`src/rtl/alu_corr_pkg.sv`:
```
// Shared definitions for the approximate ALU correction stage:
// op codes, controller state encoding and the per-op correction step count.
package alu_corr_pkg;

    localparam logic [2:0] OP_ADD = 3'b000;
    localparam logic [2:0] OP_MUL = 3'b001;
    localparam logic [2:0] OP_AND = 3'b010;
    localparam logic [2:0] OP_OR  = 3'b011;
    localparam logic [2:0] OP_XOR = 3'b100;

    typedef enum logic [1:0] {
        IDLE = 2'd0,
        LOAD = 2'd1,
        CORR = 2'd2,
        DONE = 2'd3
    } state_t;

    // Number of CORR cycles an op needs; ops without correction return 0.
    function automatic int unsigned corr_steps(input logic [2:0] op, input int unsigned k);
        case (op)
            OP_ADD:  return 1;
            OP_MUL:  return k;
            default: return 0;
        endcase
    endfunction

    // Only ADD and MUL are approximated, so only they enter CORR.
    function automatic logic op_is_approx(input logic [2:0] op);
        return (op == OP_ADD) || (op == OP_MUL);
    endfunction

endpackage

```
`src/rtl/approx_alu_core.sv`:
```
// Combinational approximate ALU: lower-part-OR adder and truncated-LSB
// multiplier; logic ops are exact, reserved op codes give zero.
module approx_alu_core
    import alu_corr_pkg::*;
#(
    parameter int W = 16,
    parameter int K = 4
) (
    input  logic [W-1:0]   a,
    input  logic [W-1:0]   b,
    input  logic [2:0]     op,
    output logic [2*W-1:0] y
);

    localparam logic [W-1:0] MK = W'((1 << K) - 1);

    logic [W:0]     hi_sum;
    logic [W:0]     add_res;
    logic [2*W-1:0] mul_res;

    // High parts add normally; low K bits are OR-ed with no carry into the high part.
    always_comb begin
        hi_sum  = (W+1)'(a >> K) + (W+1)'(b >> K);
        add_res = (hi_sum << K) | {1'b0, (a | b) & MK};
        mul_res = (2*W)'(a & ~MK) * (2*W)'(b & ~MK);
    end

    // Result select, zero-extended to 2W bits.
    always_comb begin
        y = '0;
        case (op)
            OP_ADD:  y = {{(W-1){1'b0}}, add_res};
            OP_MUL:  y = mul_res;
            OP_AND:  y = {{W{1'b0}}, a & b};
            OP_OR:   y = {{W{1'b0}}, a | b};
            OP_XOR:  y = {{W{1'b0}}, a ^ b};
            default: y = '0;
        endcase
    end

endmodule

```
`src/rtl/approx_alu_corrector.sv`:
```
// Error-correcting wrapper around approx_alu_core. Captures operands on a
// valid/ready handshake, loads the approximate result, optionally walks a
// fixed-length exact correction sequence, and holds the result until taken.
module approx_alu_corrector
    import alu_corr_pkg::*;
#(
    parameter int W = 16,
    parameter int K = 4
) (
    input  logic           clk,
    input  logic           rst_n,
    input  logic           in_valid,
    output logic           in_ready,
    input  logic [W-1:0]   a,
    input  logic [W-1:0]   b,
    input  logic [2:0]     op,
    input  logic           corr_en,
    output logic           out_valid,
    input  logic           out_ready,
    output logic [2*W-1:0] y,
    output logic           corrected,
    output logic           busy
);

    if (K < 1 || K > W - 1) begin : g_bad_k
        $error("approx_alu_corrector: K must lie in 1..W-1");
    end

    localparam int           CW = (W > 2) ? $clog2(W) : 1;
    localparam logic [W-1:0] MK = W'((1 << K) - 1);

    state_t         state_q, state_d;
    logic [W-1:0]   a_q, b_q;
    logic [2:0]     op_q;
    logic           en_q;
    logic [2*W-1:0] acc_q, acc_d;
    logic           corr_q, corr_d;
    logic [CW-1:0]  cnt_q, cnt_d;

    logic [2*W-1:0] approx_y;
    logic [2*W-1:0] term_a, term_b, addend;
    logic [CW-1:0]  last_step;
    logic           accept;

    approx_alu_core #(
        .W (W),
        .K (K)
    ) u_core (
        .a  (a_q),
        .b  (b_q),
        .op (op_q),
        .y  (approx_y)
    );

    assign accept    = in_valid && (state_q == IDLE);
    assign last_step = CW'(corr_steps(op_q, K) - 1);

    // Correction addend for the current step: low-part carry for ADD,
    // one partial-product row pair (al*b and ah*bl) per step for MUL.
    always_comb begin
        term_a = '0;
        term_b = '0;
        if (a_q[cnt_q]) term_a = {{W{1'b0}}, b_q} << cnt_q;
        if (b_q[cnt_q]) term_b = {{W{1'b0}}, a_q & ~MK} << cnt_q;
        if (op_q == OP_ADD) addend = {{W{1'b0}}, a_q & b_q & MK};
        else                addend = term_a + term_b;
    end

    // Next-state and datapath update for the controller.
    always_comb begin
        state_d = state_q;
        acc_d   = acc_q;
        corr_d  = corr_q;
        cnt_d   = cnt_q;
        case (state_q)
            IDLE: begin
                if (accept) begin
                    state_d = LOAD;
                    cnt_d   = '0;
                end
            end
            LOAD: begin
                acc_d   = approx_y;
                corr_d  = 1'b0;
                cnt_d   = '0;
                state_d = (en_q && op_is_approx(op_q)) ? CORR : DONE;
            end
            CORR: begin
                acc_d = acc_q + addend;
                if (addend != '0) corr_d = 1'b1;
                if (cnt_q == last_step) state_d = DONE;
                else                    cnt_d   = cnt_q + 1'b1;
            end
            DONE: begin
                if (out_ready) state_d = IDLE;
            end
            default: state_d = IDLE;
        endcase
    end

    // Controller state, accumulator, sticky flag and step counter.
    always_ff @(posedge clk or negedge rst_n) begin
        if (!rst_n) begin
            state_q <= IDLE;
            acc_q   <= '0;
            corr_q  <= 1'b0;
            cnt_q   <= '0;
        end else begin
            state_q <= state_d;
            acc_q   <= acc_d;
            corr_q  <= corr_d;
            cnt_q   <= cnt_d;
        end
    end

    // Operand capture on the input handshake only.
    always_ff @(posedge clk or negedge rst_n) begin
        if (!rst_n) begin
            a_q  <= '0;
            b_q  <= '0;
            op_q <= OP_ADD;
            en_q <= 1'b0;
        end else if (accept) begin
            a_q  <= a;
            b_q  <= b;
            op_q <= op;
            en_q <= corr_en;
        end
    end

    assign in_ready  = (state_q == IDLE);
    assign out_valid = (state_q == DONE);
    assign busy      = (state_q != IDLE);
    assign y         = acc_q;
    assign corrected = corr_q;

endmodule

```
`config.mk`:
```
export PLATFORM = sky130hd
export DESIGN_NAME = approx_alu_corrector
export DESIGN_NICKNAME = d
export VERILOG_FILES = /design/src/rtl/alu_corr_pkg.sv /design/src/rtl/approx_alu_core.sv /design/src/rtl/approx_alu_corrector.sv
export SDC_FILE = /design/constraint.sdc
export NUM_CORES = 1
export LEC_CHECK = 0
export CELL_PAD_IN_SITES_DETAIL_PLACEMENT = 2
export CELL_PAD_IN_SITES_GLOBAL_PLACEMENT = 2
export CORE_UTILIZATION = 41
export DETAILED_ROUTE_END_ITERATION = 12
export GPL_ROUTABILITY_DRIVEN = 0
export PLACE_DENSITY = 0.95
export SYNTH_ARGS = -nofsm -noshare
export SYNTH_HDL_FRONTEND = slang
export SYNTH_SLANG_ARGS = --single-unit
export TNS_END_PERCENT = 30
```
`constraint.sdc`:
```
create_clock -name clk -period 10.9 [get_ports clk]
set_input_delay 1.635 -clock clk [delete_from_list [all_inputs] [get_ports clk]]
set_output_delay 1.635 -clock clk [all_outputs]
set_load 0.03 [all_outputs]
```
Yosys cells after proc, flatten, opt, wreduce, memory -nomap -nowiden
Index checks and enable logic that the tools add are counted.

Equal/unequal tests: 13. Bitwise operators: 4. $mul: 1. Shift operators: 2. Reductions and logical operators: 12. Mux-type cells: 20. Add/subtract/negate cells: 5. $lt $le $gt $ge: 1.

Operator list (count): $pmux W32 S5 (1); $mux W32 (3); $add A32 B32 Y32 (2); $pmux W32 S2 (1); $shl A16 B4 Y32 (2); $reduce_bool A32 Y1 (1); $mul A12 B12 Y24 (1); $or A17 B4 Y17 (1); $and A16 B16 Y16 (1); $or A16 B16 Y16 (1); $xor A16 B16 Y16 (1); $add A12 B12 Y13 (1); $pmux W4 S3 (1); $bmux W1 S4 (2); $mux W4 (2); $pmux W2 S4 (1); $eq A3 B2 Y1 const B (2); $mux W2 (3); $ne A2 B2 Y1 const B (3); $pmux W3 S2 (1); $reduce_and A3 Y1 (2); $lt A4 B5 Y1 const B (1); $add A4 B1 Y4 const B (1); $eq A2 B2 Y1 const B (2); 15 further kinds (21).

Bits of input ports: 40. Flip-flop bits (word level): 75.

Longest topological paths before layout
Depth after elaboration: 8. Gate-level depth with buffers: 31. Depth with buffers taken out: 28.

Hierarchy
Synthesis repeated with hierarchy kept, for this count alone.

Cell total of the unflattened synthesis: 1803. Area, all modules: 14179.8 um^2.

By module, submodules not included: approx_alu_corrector (times used 1, cells each 1021, area an instance 8186.6 um^2); approx_alu_core (times used 1, cells each 782, area an instance 5993.2 um^2).

Worst setup path after synthesis
Ideal clock, no wire load.

Kind: register -> register. Start: register cnt_q[0]. End: register acc_q[31] (netlist: y[31]). Arrival time: 6019 ps. Path buffers: 4. Path slack: 4794 ps. Cell stages (with the launch flop): 28. Clock period less this slack: 6106 ps. Cell sequence: dfrtp_1 -> buf_2 -> buf_6 -> clkbuf_1 -> clkbuf_1 -> mux2i_1 -> o21ai_0 -> nor2_1 -> a21oi_1 -> nor2b_1 -> ha_1 -> fa_1 -> a211oi_1 -> o21ai_1 -> a31oi_2 -> o31ai_1 -> a21oi_1 -> xor2_1 -> nor2_1 -> ha_1 -> or2_2 -> a221o_1 -> o2111ai_1 -> a211oi_1 -> o31ai_1 -> xor2_1 -> mux2_2 -> o211ai_1.

Longest elaborated chain between the ends: 7.

Ends and longest elaborated chain: start, declared (line approx_alu_corrector.sv:38) `logic [CW-1:0] cnt_q, cnt_d;`; start signal, assigned (line approx_alu_corrector.sv:112) `cnt_q <= cnt_d;`; $bmux W1 S4 (on tied branches) (line approx_alu_corrector.sv:63, approx_alu_corrector.sv:64); $mux W1 (on tied branches) (line approx_alu_corrector.sv:63, approx_alu_corrector.sv:64); $mux W32 (on tied branches) (line approx_alu_corrector.sv:63, approx_alu_corrector.sv:64); $add A32 B32 Y32 * (line approx_alu_corrector.sv:66) `else addend = term_a + term_b;`; $mux W32 * (line approx_alu_corrector.sv:65) `if (op_q == OP_ADD) addend = {{W{1'b0}}, a_q & b_q & MK};`; $add A32 B32 Y32 * (line approx_alu_corrector.sv:89) `acc_d = acc_q + addend;`; $pmux W32 S2 * (line approx_alu_corrector.sv:75) `case (state_q)`; end signal, assigned (line approx_alu_corrector.sv:105) `acc_q <= '0;`; end signal, assigned (line approx_alu_corrector.sv:110) `acc_q <= acc_d;`; end, declared (line approx_alu_corrector.sv:36) `logic [2*W-1:0] acc_q, acc_d;`.

Every way passes the cells marked *; elsewhere a longest branch is shown, timed or not. The select of a mux whose other input is x is not followed. A chain may end at the register's enable or synchronous reset.

Worst setup path after layout
Ends and elaborated chain as after synthesis.

==> out/qor.yml <==
ys.warnings.count: 0
antenna_found_initial: 1
netlist_area_um2: 13850
synth-seq-cells: 75
dp_hpwl_um: 51730
hold_viol: 0
tns_ns: 0
netlist_instances: 1769
viasPerCell: 6.700
overflow: 0
cp_slowest_stage_delay_ns: 0.69
core_area_um2: 32870
finalCritPeriodShare_pct: 72.30
critPathLaunchType: "flip-flop"
drive_above_1_share_pct: 6.030
synth_top_area_share_pct: 14.89
vias: 14960
final_nets: 2086
start_util_pct: 42.13
cts_tree: "done"
std_cell_rows: 66
syn_avg_cell_area_um2: 7.828
maxCapViolations: 0
track_usage_pct: 42.54
totalWireLength_um: 71640
drtIter0Drc: 1421
wl_met3_um: 5406
path_cells: "buf_4 > mux4_2 > o21ai_0 > nand2_1 > nand2_1 > and2_1 > nor2_1 > ha_1 > a211o_1 > o21ai_0 > xor2_1 > nor2_1 > ha_1 > nand2_1 > a211oi_1 > a22oi_1 > o211ai_1 > o2111ai_1 > a211oi_1 > o31ai_1 > xor2_1 > mux2_2 > o211ai_1"
cp_slowest_cell: "a211oi_1"
setup_viol: 0
clock_latency_ns: 0.39
ys_types: 70
synth_edf_count: 0
yosysSeqAreaShare_pct: 13.55
drt-met1-wl_um: 26550
path_clk_slew_ns: 0.08
tightest_slew_ns: 1.417
critPathMaxFanout: 62
cts_made_buffers: 9
drc: 0
die-area_um2: 34510
synth_common_cells: "nor2_1 (231), inv_1 (194), nand2_1 (174)"
holdBufCountCts: 0
htree_levels: 3
wl_met2_um: 33370
cts.sinks: 75
status: "finished, final reports clean"
syn_nets: 2069
synthArstFlopShare_pct: 100.0
grt_pass1_vias: 16740
end_kind: "flip-flop"
period_minus_slack_ns: 7.880
slew_viol_final: 0
crit_top_cell: "nand2_1"
postRouteAntennaNets: 0
clock_tree.root_cell: "clkbuf_16"
skew_ns: 0.01439
yosys-top-cells-area: "fa_1 (15%), ha_1 (14%), dfrtp_1 (14%)"
arrival_ns: 8.18
path_class: "flip-flop to flip-flop"
dr.pass1.iters: 5
yosysMostFrequentCell: "nor2_1"
avgRoutedWirePerCell_um: 32.08
n_antenna_cell: 0
die_w_um: 185.8
fmax_ghz: 0.1269
ios: 76
cts_buffer_depth: 2
post_cts_resize_count: 0
cts_setup_buffers: 0
synth_ff_type: "dfrtp_1"
synth_area_leader_cell: "fa_1"
grt_max_degree: 63
die_h_um: 185.8
hp-class: "flip-flop to flip-flop"
slew_headroom_pct: 5.547
area_growth_pct: 10.22
fill_cells: 3760
io_buffers: 75
grt_pass1_wl_um: 108100
grt_setup_unrepaired: "false"
worstPathRequired_ns: 11.20
top_layer: "met5"
==> kinds of logic after synthesis <==
| logic type | count (synthesis) | synth area share [%] |
|---|---|---|
| AOI/OAI and AO/OA | 421 | 19.29 |
| DFF | 75 | 13.55 |
| adders and majority gates | 260 | 29.08 |
| muxes | 102 | 8.620 |
| buffers and inverters | 293 | 8.123 |
| and+or+nand+nor | 562 | 17.79 |
| xor gates and xnor gates | 56 | 3.542 |
==> flip-flops by register name, indices dropped and copies added, names as in the netlist <==
register / count
corrected: 1
state_q: 2
b_q: 16
y: 32
en_q: 1
cnt_q: 4
op_q: 3
a_q: 16
==> routing by layer <==
metal	up-vias	track usage, %
met5	-	0
met4	2	33.31
met3	372	9.118
met2	931	70.25
met1	7590	47.68
li1	6066	-
==> placed cells by master, fill, tap and decap left out, types with 16 or more instances in the layout <==
master / n
xor2_1: 20
a211oi_1: 26
and2_1: 19
nor2b_1: 16
mux2_2: 48
nor3_1: 25
nor2_1: 231
nand3_1: 28
a21oi_1: 135
clkdlybuf4s50_1: 74
nand2_1: 174
buf_4: 20
inv_1: 194
dfrtp_1: 73
fa_1: 103
xnor2_1: 36
a21o_1: 35
ha_1: 157
o21ai_0: 93
mux2i_1: 45
==> stage by stage <==
stage | cell area, um^2 | cells | utilization, % | hold slack (ns) | setup WS [ns]
after global routing | 15260 | 2233 | 46.44 | 0.5523 | 2.742
after floorplan | 13850 | 1769 | - | 0.4798 | 4.794
after detailed placement | 14940 | 2217 | 45.47 | 0.5107 | 3.813
after global placement | 14940 | 2217 | 45.47 | 0.4898 | 4.355
final | 15260 | 2233 | 46.44 | 0.5248 | 3.020
after CTS | 15260 | 2233 | 46.44 | 0.5374 | 3.336
==> layout make-up <==
type                            count  area (um^2)  share of cell area (%)
Clock buffer                        9        225.2                   1.476
Timing Repair Buffer               94        890.9                   5.837
Tap cell                          442        553.0                   3.624
Inverter                          205        769.5                   5.042
Clock inverter                      7        92.59                  0.6067
Multi-Input combinational cell   1401        10850                   71.10
Sequential cell                    75         1879                   12.31
==> critical path, delay by kind of cell (launching register included) <==
kind / cells / cell delay [ns]
AO/OA/AOI/OAI: 10 / 3.06
AND/OR/NAND/NOR: 6 / 1.39
XOR/XNOR: 2 / 0.49
flip-flops: 1 / 0.37
multiplexers: 2 / 0.97
adder cells (fa/ha/maj): 2 / 0.83
buffers and inverters: 1 / 0.66
==> final timing paths <==
check / end / slack (ns) / from / cells after the start
hold / removal: en_q / 0.52 / en_q / 1
hold reg to reg: en_q / 0.52 / en_q / 1
max in group asynchronous: cnt_q[0] / 8.58 / rst_n / 2
setup reg to reg: y[31] / 3.02 / cnt_q[0] / 23
setup / recovery: y[31] / 3.02 / cnt_q[0] / 23
min in group asynchronous: y[22] / 1.13 / rst_n / 1
Power is not shown: default switching activity piles up to over one toggle a cycle in this logic, so the estimate is an artifact.
